==> src/rtl/eth_fcs_if.sv <==
// eth_fcs_if: nibble-stream bus between the JPEG-to-Ethernet bridge, the FCS appender and the MII
// TX pins.
//   with_usr       [3:0] frame nibble (preamble, SFD, data), low nibble of each byte first
//   with_usr_valid       high for the contiguous duration of one frame
//   eth_txd        [3:0] MII TXD
//   eth_tx_en            MII TX_EN
//   tx_busy              frame in flight or inter-frame gap still running
//   frame_err            one-cycle framing error pulse
//   drop_cnt       [7:0] saturating count of discarded input frames
// master: bridge/MII side. slave: eth_fcs_append.
interface eth_fcs_if;
  logic [3:0] with_usr;
  logic       with_usr_valid;
  logic [3:0] eth_txd;
  logic       eth_tx_en;
  logic       tx_busy;
  logic       frame_err;
  logic [7:0] drop_cnt;

  modport master (
    output with_usr, with_usr_valid,
    input  eth_txd, eth_tx_en, tx_busy, frame_err, drop_cnt
  );

  modport slave (
    input  with_usr, with_usr_valid,
    output eth_txd, eth_tx_en, tx_busy, frame_err, drop_cnt
  );
endinterface

==> src/rtl/eth_fcs_append.sv <==
// eth_fcs_append: computes the Ethernet CRC-32 over the final post-SFD nibble stream, appends the
// 8-nibble FCS, then enforces the inter-frame gap. All logic runs on the rising edge of eth_clk.
//   eth_clk  MII TX clock
//   rst_n    synchronous active-low reset
//   bus      eth_fcs_if.slave: with_usr/with_usr_valid in; eth_txd, eth_tx_en, tx_busy,
//            frame_err, drop_cnt out (all registered)
// Parameters:
//   IFG_NIBBLES       idle nibbles forced after each FCS (or aborted frame)
//   MIN_DATA_NIBBLES  minimum post-SFD nibbles before FCS (only with ETH_FCS_PAD_EN)
// Build option: define ETH_FCS_PAD_EN to zero-pad short frames up to MIN_DATA_NIBBLES.
module eth_fcs_append #(
`ifdef ETH_FCS_PAD_EN
  parameter int unsigned MIN_DATA_NIBBLES = 120,
`endif
  parameter int unsigned IFG_NIBBLES      = 24
) (
  input logic      eth_clk,
  input logic      rst_n,
  eth_fcs_if.slave bus
);

  localparam logic [31:0] CrcPoly = 32'hEDB88320;
  localparam logic [31:0] CrcInit = 32'hFFFFFFFF;
  localparam int unsigned IfgW    = $clog2(IFG_NIBBLES + 1);
`ifdef ETH_FCS_PAD_EN
  localparam logic [10:0] MinNib  = 11'(MIN_DATA_NIBBLES);
`endif

`ifdef ETH_FCS_PAD_EN
  typedef enum logic [2:0] {StIdle, StPre, StData, StPad, StFcs, StIfg, StBlock} state_e;
`else
  typedef enum logic [2:0] {StIdle, StPre, StData, StFcs, StIfg, StBlock} state_e;
`endif

  state_e            state_q;
  logic [31:0]       crc_q;
  logic [10:0]       nib_cnt_q;
  logic [2:0]        fcs_idx_q;
  logic [IfgW-1:0]   ifg_cnt_q;
  logic              ign_q;     // currently swallowing a colliding input run
  logic [3:0]        txd_q;
  logic              tx_en_q;
  logic              busy_q;
  logic              err_q;
  logic [7:0]        drop_q;
  logic              tail_state;

  // Reflected CRC-32, one nibble, LSB first.
  function automatic logic [31:0] crc_nib(input logic [31:0] crc, input logic [3:0] d);
    logic [31:0] c;
    c = crc;
    for (int i = 0; i < 4; i++) begin
      c = (c >> 1) ^ ((c[0] ^ d[i]) ? CrcPoly : 32'h0);
    end
    return c;
  endfunction

  // States in which a rising valid is a collision rather than a new frame.
  always_comb begin
    tail_state = (state_q == StFcs) || (state_q == StIfg);
`ifdef ETH_FCS_PAD_EN
    tail_state = tail_state || (state_q == StPad);
`endif
  end

  always_ff @(posedge eth_clk) begin
    if (!rst_n) begin
      state_q   <= StIdle;
      crc_q     <= CrcInit;
      nib_cnt_q <= '0;
      fcs_idx_q <= '0;
      ifg_cnt_q <= '0;
      ign_q     <= 1'b0;
      txd_q     <= 4'h0;
      tx_en_q   <= 1'b0;
      busy_q    <= 1'b0;
      err_q     <= 1'b0;
      drop_q    <= 8'h00;
    end else begin
      err_q <= 1'b0;

      // Count each colliding run once, however long it stays high.
      if (tail_state) begin
        if (!bus.with_usr_valid) begin
          ign_q <= 1'b0;
        end else if (!ign_q) begin
          ign_q <= 1'b1;
          if (drop_q != 8'hFF) drop_q <= drop_q + 8'd1;
        end
      end

      unique case (state_q)
        StIdle: begin
          txd_q   <= 4'h0;
          tx_en_q <= 1'b0;
          ign_q   <= 1'b0;
          if (bus.with_usr_valid) begin
            txd_q   <= bus.with_usr;
            tx_en_q <= 1'b1;
            busy_q  <= 1'b1;
            state_q <= StPre;
          end
        end

        StPre: begin
          if (bus.with_usr_valid) begin
            txd_q   <= bus.with_usr;
            tx_en_q <= 1'b1;
            if (bus.with_usr == 4'hD) begin
              crc_q     <= CrcInit;
              nib_cnt_q <= '0;
              state_q   <= StData;
            end
          end else begin
            // Aborted before SFD: no FCS; this edge already starts the gap.
            txd_q     <= 4'h0;
            tx_en_q   <= 1'b0;
            err_q     <= 1'b1;
            ifg_cnt_q <= IfgW'(1);
            state_q   <= StIfg;
          end
        end

        StData: begin
          if (bus.with_usr_valid) begin
            txd_q   <= bus.with_usr;
            tx_en_q <= 1'b1;
            crc_q   <= crc_nib(crc_q, bus.with_usr);
            if (nib_cnt_q != 11'h7FF) nib_cnt_q <= nib_cnt_q + 11'd1;
          end
`ifdef ETH_FCS_PAD_EN
          else if (nib_cnt_q < MinNib) begin
            txd_q     <= 4'h0;
            tx_en_q   <= 1'b1;
            crc_q     <= crc_nib(crc_q, 4'h0);
            nib_cnt_q <= nib_cnt_q + 11'd1;
            state_q   <= StPad;
          end
`endif
          else begin
            // First FCS nibble; crc_q shifts so the next nibble is always at [3:0].
            txd_q     <= ~crc_q[3:0];
            tx_en_q   <= 1'b1;
            err_q     <= nib_cnt_q[0];
            crc_q     <= crc_q >> 4;
            fcs_idx_q <= 3'd1;
            state_q   <= StFcs;
          end
        end

`ifdef ETH_FCS_PAD_EN
        StPad: begin
          if (nib_cnt_q < MinNib) begin
            txd_q     <= 4'h0;
            tx_en_q   <= 1'b1;
            crc_q     <= crc_nib(crc_q, 4'h0);
            nib_cnt_q <= nib_cnt_q + 11'd1;
          end else begin
            txd_q     <= ~crc_q[3:0];
            tx_en_q   <= 1'b1;
            err_q     <= nib_cnt_q[0];
            crc_q     <= crc_q >> 4;
            fcs_idx_q <= 3'd1;
            state_q   <= StFcs;
          end
        end
`endif

        StFcs: begin
          txd_q     <= ~crc_q[3:0];
          tx_en_q   <= 1'b1;
          crc_q     <= crc_q >> 4;
          fcs_idx_q <= fcs_idx_q + 3'd1;
          if (fcs_idx_q == 3'd7) begin
            ifg_cnt_q <= '0;
            state_q   <= StIfg;
          end
        end

        StIfg: begin
          txd_q   <= 4'h0;
          tx_en_q <= 1'b0;
          if (ifg_cnt_q == IfgW'(IFG_NIBBLES)) begin
            if (bus.with_usr_valid) begin
              state_q <= StBlock;
            end else begin
              busy_q  <= 1'b0;
              state_q <= StIdle;
            end
          end else begin
            ifg_cnt_q <= ifg_cnt_q + IfgW'(1);
          end
        end

        StBlock: begin
          txd_q   <= 4'h0;
          tx_en_q <= 1'b0;
          if (!bus.with_usr_valid) begin
            busy_q  <= 1'b0;
            ign_q   <= 1'b0;
            state_q <= StIdle;
          end
        end

        default: state_q <= StIdle;
      endcase
    end
  end

  assign bus.eth_txd   = txd_q;
  assign bus.eth_tx_en = tx_en_q;
  assign bus.tx_busy   = busy_q;
  assign bus.frame_err = err_q;
  assign bus.drop_cnt  = drop_q;

endmodule

==> src/flat_wrapper.sv <==
// flat-port wrapper written by rule: the top's interface ports become plain ports
module eth_fcs_append_flat 
#(

  parameter int unsigned IFG_NIBBLES      = 24
)
  (eth_clk, rst_n, bus_with_usr, bus_with_usr_valid, bus_eth_txd, bus_eth_tx_en, bus_tx_busy, bus_frame_err, bus_drop_cnt);
  eth_fcs_if bus_i ();
  input logic eth_clk;
  input logic rst_n;
  input wire logic [$bits(bus_i.with_usr)-1:0] bus_with_usr;
  input wire logic [$bits(bus_i.with_usr_valid)-1:0] bus_with_usr_valid;
  output wire logic [$bits(bus_i.eth_txd)-1:0] bus_eth_txd;
  output wire logic [$bits(bus_i.eth_tx_en)-1:0] bus_eth_tx_en;
  output wire logic [$bits(bus_i.tx_busy)-1:0] bus_tx_busy;
  output wire logic [$bits(bus_i.frame_err)-1:0] bus_frame_err;
  output wire logic [$bits(bus_i.drop_cnt)-1:0] bus_drop_cnt;
  assign bus_i.with_usr = bus_with_usr;
  assign bus_i.with_usr_valid = bus_with_usr_valid;
  assign bus_eth_txd = bus_i.eth_txd;
  assign bus_eth_tx_en = bus_i.eth_tx_en;
  assign bus_tx_busy = bus_i.tx_busy;
  assign bus_frame_err = bus_i.frame_err;
  assign bus_drop_cnt = bus_i.drop_cnt;
  eth_fcs_append #(.IFG_NIBBLES(IFG_NIBBLES)) u_core (.eth_clk(eth_clk), .rst_n(rst_n), .bus(bus_i));
endmodule
==> config.mk <==
export PLATFORM = sky130hd
export DESIGN_NAME = eth_fcs_append_flat
export DESIGN_NICKNAME = d
export VERILOG_FILES = /design/src/rtl/eth_fcs_if.sv /design/src/rtl/eth_fcs_append.sv /design/src/flat_wrapper.sv
export SDC_FILE = /design/constraint.sdc
export NUM_CORES = 1
export LEC_CHECK = 0
export ABC_AREA = 0
export BUFFER_PORTS_ARGS = -buffer_cell sky130_fd_sc_hd__buf_4
export CORE_AREA = 4 4 82 84
export CTS_CLUSTER_DIAMETER = 150
export DETAILED_ROUTE_END_ITERATION = 8
export DIE_AREA = 0 0 86 88
export PLACE_DENSITY = 0.77
export SYNTH_ARGS = -nofsm -noshare
export SYNTH_HDL_FRONTEND = slang
export SYNTH_SLANG_ARGS = --single-unit
export TNS_END_PERCENT = 50
==> constraint.sdc <==
create_clock -name eth_clk -period 2.4 [get_ports eth_clk]
set_input_delay 0 -clock eth_clk [delete_from_list [all_inputs] [get_ports eth_clk]]
set_output_delay 0 -clock eth_clk [all_outputs]
set_load 0.1 [all_outputs]
==> qor.yml, run 1 <==
clock_latency_ns: 0.35
path_depth: 6
root_buffer: "clkbuf_8"
slowest_stage: "o21ai_1"
syn-cell-area_um2: 3490
drt-pass1-iter-count: 7
vdd_drop_max_uv: 544
num_io_pins: 22
cp-startpoint: "u_core.state_q[2]"
io_buffers: 21
utilization: 0.673
track_usage: 0.220
fin_area_um2: 3990
end_kind: "flop"
r2r-end: "u_core.bus.drop_cnt[5]"
synthTopCellsByArea: "dfxtp_1, nand2_1, xor2_1, xnor2_1, nor2_1"
setup_viol: 0
cts_tree: "yes"
initial_core_util: 0.589
path_clk_slew_ns: 0.08
synth_compound_area_frac: 0.185
coreArea_um2: 5920
synth_top_family_by_area: "simple AND/OR/NAND/NOR gates"
synth_top_area_share: 0.402
syn2layout_area_growth_pct: 14.3
rows: 28
startpoint_type: "flop"
numCtsBuffers: 9
grt-ovfl-total: 0
synth_cells: 406
grt_pass1_vias: 2819
placed_area_um2: 3720
drive_gt1_frac: 0.114
final_max_slew_viol_count: 0
synth_fa_ha_area_frac: 0.0215
postCtsSetupRepairBufs: 0
vias: 3029
relSlewSlack: 0.615
dieWidth_um: 86
die_h_um: 88
final_nets: 445
fmax_mhz: 496
min_path_type: "in2reg"
place_ws_ns: 0.424
initialDrtViolationCount: 208
hold_viol_final: 0
period_minus_slack_ns: 2.01
hpwl_mm: 5.19
htree_levels: 3
synth_commonest_cells: "dfxtp_1, nand2_1, nor2_1, a21oi_1"
path_delay_family: "simple AND/OR/NAND/NOR gates"
drv_cap: 0
die_area_um2: 7570
routed_via_density: 5.92
finalWorstSetupSlack_ns: 0.386
r2r_start: "u_core.state_q[2]"
place.gp.congestion: 0.823
worst_pin_slew_ns: 0.573
wl_per_cell_um: 15.2
fin_tns_setup_ns: 0
cts_sinks: 70
routed_wl_mm: 7.77
synth_cell_type_count: 56
synth_fp_nets: 419
synth_edf_count: 0
yosys_warnings: 0
path_buf_inv: 1
p_leak_nw: 1.58
synthFlopType: "dfxtp_1"
ant_nets: 0
clockBufferDepth: 2
yosysTopAreaCell: "dfxtp_1"
cp.arrival_ns: 2.26
ys_ff_latch: 70
synth_xor_area_frac: 0.0951
synth-simple-area-share: 0.236
crit_fanout: 16
async_flop_share: 0
yosysMostFrequentCell: "dfxtp_1"
power_density_nw_per_um2: 709
seq_area_frac_synth: 0.402
r2r_cells: 6
cp.required_ns: 2.65
status: "complete, no violations"
r2r_setup_slack_ns: 0.39
grt_max_degree: 56
skew_ns: 0.00935
avgSynthCellArea_um2: 8.59
crit_type: "reg2reg"
endpoint: "u_core.bus.drop_cnt[5]"
rsz0062_at_grt: "no"
antenna_cells: 0
synth.area.mux_share: 0.0201
crit_chain: "buf_4 -> and3b_1 -> o21ai_1 -> nor4_1 -> xor2_1 -> and2_1"
antenna_found_initial: 0
nFillCells: 492
fin_crit_sh: 0.839
drc: 0
critical-path-max-stage-delay_ns: 0.48
grt_pass1_wl_mm: 13.3
## power breakdown
group	internal [mW]	switching, mW	total [mW]
clock	0.611	0.439	1.05
sequential	1.20	0.0410	1.24
combinational	0.186	0.346	0.532
## tightest hold or removal path, delay by kind of cell
family	cells	cell delay, ns
buf+inv	1	0.13
compound gates	2	0.24
## logic make-up after synthesis
group           Yosys count
simple gates            155
compound gates          101
flops                    70
buf+inv                  34
xor+xnor                 33
mux                       7
fa+ha+maj                 6
## cells in the final DEF (no fill, tap or decap), drive strengths merged, types with 4 or more instances in the layout
cell type,instances
dfxtp,70
nand2,45
buf,31
nor2,29
o21ai,26
a21oi,21
xor2,17
o22ai,16
xnor2,14
inv,13
and2,13
nand2b,13
clkbuf,12
nor2b,9
mux2i,7
a32oi,6
nand3,6
nor3,6
ha,6
dlygate4sd3,5
a31oi,4
o221ai,4
nand3b,4
o31ai,4
or4,4
nor4,4
## state kept, by name, indices dropped and copies added, names as in the netlist
name	count
u_core.crc_q	32
u_core.bus.eth_txd	4
u_core.ifg_cnt_q	5
u_core.nib_cnt_q	11
u_core.state_q	3
u_core.ign_q	1
u_core.fcs_idx_q	3
u_core.bus.frame_err	1
u_core.bus.eth_tx_en	1
u_core.bus.tx_busy	1
u_core.bus.drop_cnt	8
## final cells by class
type | count | area (um2) | area share
inverters | 13 | 48.8 | 0.0122
multi-input cells | 302 | 1940 | 0.488
repair buffers | 36 | 283 | 0.0709
well taps | 75 | 93.8 | 0.0235
clock inverters | 4 | 70.1 | 0.0176
clock buffers | 12 | 145 | 0.0364
flip-flops and latches | 70 | 1400 | 0.352
## how the worst min path moves through the flow
stage	from	to	slack, ns	cells after the start
2_1_floorplan	bus_with_usr[0]	u_core.bus.eth_txd[0]	0.13	2
3_3_place_gp	bus_with_usr[1]	u_core.bus.eth_txd[1]	0.30	3
3_5_place_dp	bus_with_usr[2]	u_core.bus.eth_txd[2]	0.29	3
4_1_cts	rst_n	u_core.nib_cnt_q[6]	0.06	3
5_1_grt	rst_n	u_core.nib_cnt_q[6]	0.07	3
6_report	rst_n	u_core.nib_cnt_q[6]	0.07	3
## routing by layer
layer,vias up,part of all wire,global-route usage
met4,0,0.018,0.0935
met1,1436,0.48,0.303
met3,14,0.049,0.0395
met2,82,0.45,0.338
met5,-,0,0
li1,1497,-,-
## per-stage QoR
step	total power, mW	hold slack [ns]	instances
after global placement	1.78	0.295	491
after floorplan	1.67	0.134	406
final	2.83	0.0704	512
after CTS	2.83	0.0621	512
after detailed placement	1.79	0.292	491
after global routing	2.95	0.0727	512
## repair_timing
item,CTS,global route
hold endpoints to repair,6,0
hold buffers,5,0
gates resized for setup,0,0
(Power assumes the default switching activity.)
==> run 2, diff against run 1 <==
Clock period 2.4 ns to 2.1 ns, I/O delays scaled along.
==> qor.yml, run 2 (synthesized netlist as in run 1, its figures left out) <==
endpoint: "u_core.nib_cnt_q[9]"
routed_wl_mm: 7.68  # -1.1%
post-place-cells: 493  # +0.41%
final_cell_mix: "dfxtp_1, nand2_1, buf_4"
drive_gt1_frac: 0.134  # +0.0200
cp.required_ns: 2.38  # -0.27 ns
wl_per_cell_um: 14.9  # -1.5%
relSlewSlack: 0.633  # +0.0178
fin_tns_setup_ns: 0  # unchanged
ant_nets: 0  # unchanged
regArea_um2: 1410  # +0.36%
initialDrtViolationCount: 216  # +3.8%
fin_crit_sh: 0.928  # +0.0890
utilization: 0.675  # +0.00169
grt_max_degree: 32  # -43%
worst_pin_slew_ns: 0.547  # -0.0269 ns
place.gp.congestion: 0.801  # -2.6%
r2r_start: "u_core.nib_cnt_q[0]"
routed_via_density: 5.86  # -1.0%
nFillCells: 489  # -0.61%
p_leak_nw: 1.59  # +0.61%
die_area_um2: 7570  # unchanged
power_density_nw_per_um2: 785  # +11%
r2r-end: "u_core.nib_cnt_q[9]"
critical-path-max-stage-delay_ns: 0.50  # +0.02 ns
slowest_stage: "a311o_2"
rsz0062_at_grt: "no"
num_io_pins: 22  # unchanged
drc: 0  # unchanged
path_buf_inv: 0  # -1
multi_input_area_um2: 1950  # +0.26%
end_kind: "flop"
drv_cap: 0  # unchanged
final_nets: 447  # +0.45%
min-delay-start: "rst_n"
placed_area_um2: 3740  # +0.54%
vdd_drop_max_uv: 612  # +12%
cts_tree: "yes"
initial_core_util: 0.589  # unchanged
antenna_cells: 0  # unchanged
numCtsBuffers: 9  # unchanged
largest_reg_flops: 32  # unchanged
grt_pass1_wl_mm: 12.9  # -2.4%
total_power_mw: 3.14  # +11%
dieWidth_um: 86  # unchanged
final_cells: 514  # +0.39%
rows: 28  # unchanged
postCtsSetupRepairBufs: 0  # unchanged
syn2layout_area_growth_pct: 14.6
htree_levels: 3  # unchanged
cp.arrival_ns: 2.23  # -0.03 ns
final_max_slew_viol_count: 0  # unchanged
die_h_um: 88  # unchanged
setup_viol: 0  # unchanged
root_buffer: "clkbuf_8"
grt-ovfl-total: 0  # unchanged
startpoint_type: "flop"
fmax_mhz: 513  # +3.3%
crit_type: "reg2reg"
drt-pass1-iter-count: 4  # -3
clockBufferDepth: 2  # unchanged
status: "complete, no violations"
coreArea_um2: 5920  # unchanged
r2r_setup_slack_ns: 0.15  # -0.24 ns
cp-startpoint: "u_core.nib_cnt_q[0]"
path_clk_slew_ns: 0.07  # about the same
hpwl_mm: 5.16  # -0.48%
track_usage: 0.216  # -0.00397
largest-register: "u_core.crc_q"
period_minus_slack_ns: 1.95  # -0.0648 ns
io_buffers: 21  # unchanged
cts_sinks: 70  # unchanged
clock_latency_ns: 0.34  # about the same
vias: 3010  # -0.63%
path_delay_family: "simple AND/OR/NAND/NOR gates"
fin_area_um2: 4000  # +0.25%
grt_pass1_vias: 2728  # -3.2%
path_depth: 5  # -1
min_path_type: "in2reg"
r2r_cells: 5  # -1
antenna_found_initial: 0  # unchanged
final_common_cell: "dfxtp_1"
skew_ns: 0.00748  # -0.00187 ns
hold_viol_final: 0  # unchanged
crit_chain: "ha_1 -> and2_1 -> a311o_2 -> or4_1 -> a21oi_1"
crit_fanout: 17  # +1
## run 2: report_power, final
part / switching (mW) / internal (mW) / leakage (nW)
Clock: 0.491 / 0.608 / 0.106
Sequential: 0.0436 / 1.38 / 0.569
Combinational: 0.401 / 0.218 / 0.910
## run 2: worst min path at each step
stage,end,slack [ns],depth (start not counted)
6_report,u_core.ign_q,0.03,2
5_1_grt,u_core.ign_q,0.02,2
4_1_cts,u_core.ign_q,0.02,2
3_5_place_dp,u_core.bus.eth_txd[1],0.29,3
3_3_place_gp,u_core.bus.eth_txd[2],0.29,3
2_1_floorplan,u_core.bus.eth_txd[0],0.13,2
## run 2: final cells by class
cell class | count | area share
Sequential cell | 70 | 0.352
Timing Repair Buffer | 38 | 0.0745
Inverter | 13 | 0.0122
Tap cell | 75 | 0.0235
Clock inverter | 4 | 0.0113
Clock buffer | 12 | 0.0388
Multi-Input combinational cell | 302 | 0.488
## run 2: stage by stage
step                hold slack, ns  worst slack (ns)
detailed placement           0.289             0.138
floorplan                    0.134           0.00844
CTS                         0.0197             0.119
finish                      0.0274             0.151
global placement             0.288             0.223
global route                0.0210            0.0346
## run 2: what timing repair did
action                     in CTS  in global routing
hold buffers                    5                  0
setup endpoints to repair       0                  6
resized for setup               0                  2
hold endpoints to repair        5                  0
## run 2: layer usage
layer  up-vias  global-route usage  wire, um
li1       1502                   -         -
met5         -                   0         0
met1      1423               0.292      3560
met2        74               0.331      3560
met3        11              0.0611       450
met4         0              0.0734       109
==> run 3, diff against run 2 <==
Settings changed: CORE_AREA 4 4 82 84 to 4 4 59 115, DIE_AREA 0 0 86 88 to 0 0 63 119, TNS_END_PERCENT 50 to 100.
Clock period 2.1 ns to 2.4 ns, I/O delays scaled along.
==> qor.yml, run 3 (synthesized netlist as in run 1, its figures left out) <==
place_ws_ns: 0.468  # +0.331 ns
placed_area_um2: 3710  # -0.74%
slowest_stage: "a311o_1"
fin_tns_setup_ns: 0  # unchanged
path_clk_slew_ns: 0.05  # -0.02 ns
worst_pin_slew_ns: 0.623  # +0.0764 ns
fmax_mhz: 502  # -2.1%
final_cell_mix: "dfxtp_1, nand2_1, buf_4"
root_buffer: "clkbuf_16"
hold_depth: 2  # unchanged
wl_per_cell_um: 16.2  # +8.3%
grt_max_degree: 35  # +9.4%
num_io_pins: 22  # unchanged
vias: 3059  # +1.6%
cts_tree: "yes"
clock_latency_ns: 0.33  # about the same
crit_type: "reg2reg"
rows: 40  # +43%
track_usage: 0.228  # +0.0120
drc: 0  # unchanged
p_leak_nw: 1.64  # +3.2%
startpoint_type: "flop"
initial_core_util: 0.586  # -0.00346
power_density_nw_per_um2: 799  # +1.7%
fin_area_um2: 4110  # +2.7%
antenna_cells: 0  # unchanged
grt_pass1_wl_mm: 13.5  # +4.3%
fin_crit_sh: 0.829  # -0.0990
nFillCells: 466  # -4.7%
hpwl_mm: 5.71  # +11%
status: "complete, no violations"
crit_chain: "ha_1 -> and2_1 -> a311o_1 -> or4_1 -> a21oi_1"
cts_resized: 0  # unchanged
r2r_cells: 5  # unchanged
syn2layout_area_growth_pct: 17.7
grt-ovfl-total: 0  # unchanged
skew_ns: 0.00540  # -0.00208 ns
numCtsBuffers: 9  # unchanged
rsz0062_at_grt: "no"
htree_levels: 3  # unchanged
largest-register: "u_core.crc_q"
dieWidth_um: 63  # -27%
grt_pass1_vias: 2920  # +7.0%
cts_sinks: 70  # unchanged
place.gp.congestion: 0.899  # +12%
cp.required_ns: 2.66  # +0.28 ns
postCtsSetupRepairBufs: 0  # unchanged
coreArea_um2: 5960  # +0.59%
largest_reg_flops: 32  # unchanged
vdd_drop_max_uv: 894  # +46%
period_minus_slack_ns: 1.99  # +0.0408 ns
end_kind: "flop"
finalWorstSetupSlack_ns: 0.410  # +0.259 ns
relSlewSlack: 0.582  # -0.0513
routed_wl_mm: 8.13  # +5.8%
antenna_found_initial: 0  # unchanged
drv_cap: 0  # unchanged
die_area_um2: 7500  # -0.94%
hold_viol_final: 0  # unchanged
min_path_type: "reg2reg"
routed_via_density: 6.09  # +4.1%
drive_gt1_frac: 0.114  # -0.0205
cp.arrival_ns: 2.25  # +0.02 ns
final_common_cell: "dfxtp_1"
critical-path-max-stage-delay_ns: 0.51  # about the same
io_buffers: 21  # unchanged
final_max_slew_viol_count: 0  # unchanged
ant_nets: 0  # unchanged
final_nets: 447  # unchanged
clockBufferDepth: 2  # unchanged
die_h_um: 119  # +35%
crit_fanout: 17  # unchanged
initialDrtViolationCount: 195  # -9.7%
setup_viol: 0  # unchanged
drt-pass1-iter-count: 4  # unchanged
==> run 3: critical path: cells and delay by family (launching register included) <==
family | cells | cell delay [ns]
simple gates | 2 | 0.66
compound gates | 2 | 0.66
flops | 1 | 0.36
fa+ha+maj | 1 | 0.24
==> run 3: per-stage QoR <==
step,total power [mW],util,hold WS (ns),cells
floorplan,1.67,-,0.134,406
global placement,1.79,0.624,0.295,480
detailed placement,1.80,0.624,0.293,480
CTS,3.30,0.689,0.464,502
global route,3.41,0.689,0.493,502
finish,3.28,0.689,0.466,502
==> run 3: layout make-up <==
type,count,area (um2),share of cell area
flip-flops and latches,70,1400,0.341
well taps,63,78.8,0.0192
multi-input cells,302,1940,0.474
clock inverters,4,95.1,0.0232
repair buffers,38,300,0.0731
clock buffers,12,236,0.0576
inverters,13,48.8,0.0119
==> run 3: path summary, 6_finish.rpt <==
kind	start	to	slack [ns]
max	u_core.nib_cnt_q[0]	u_core.nib_cnt_q[8]	0.41
min	u_core.crc_q[5]	u_core.crc_q[1]	0.47
max reg2reg	u_core.nib_cnt_q[0]	u_core.nib_cnt_q[8]	0.41
min reg2reg	u_core.crc_q[5]	u_core.crc_q[1]	0.47
==> run 3: timing repair <==
item                                    CTS  global route
endpoints found under the setup margin    0             0
hold endpoints to repair                 11             0
hold buffers                              6             0
==> run 3: layer usage <==
layer / part of all wire / vias up / GRT usage
met5: 0 / - / 0
met4: 0.031 / 0 / 0.123
met3: 0.032 / 21 / 0.0481
met2: 0.55 / 68 / 0.414
met1: 0.38 / 1462 / 0.237
li1: - / 1508 / -
==> run 3: power breakdown <==
group          internal (mW)  switching, mW
registers               1.21         0.0400
logic                  0.193          0.356
clock network           1.01          0.472
total                   2.41          0.868
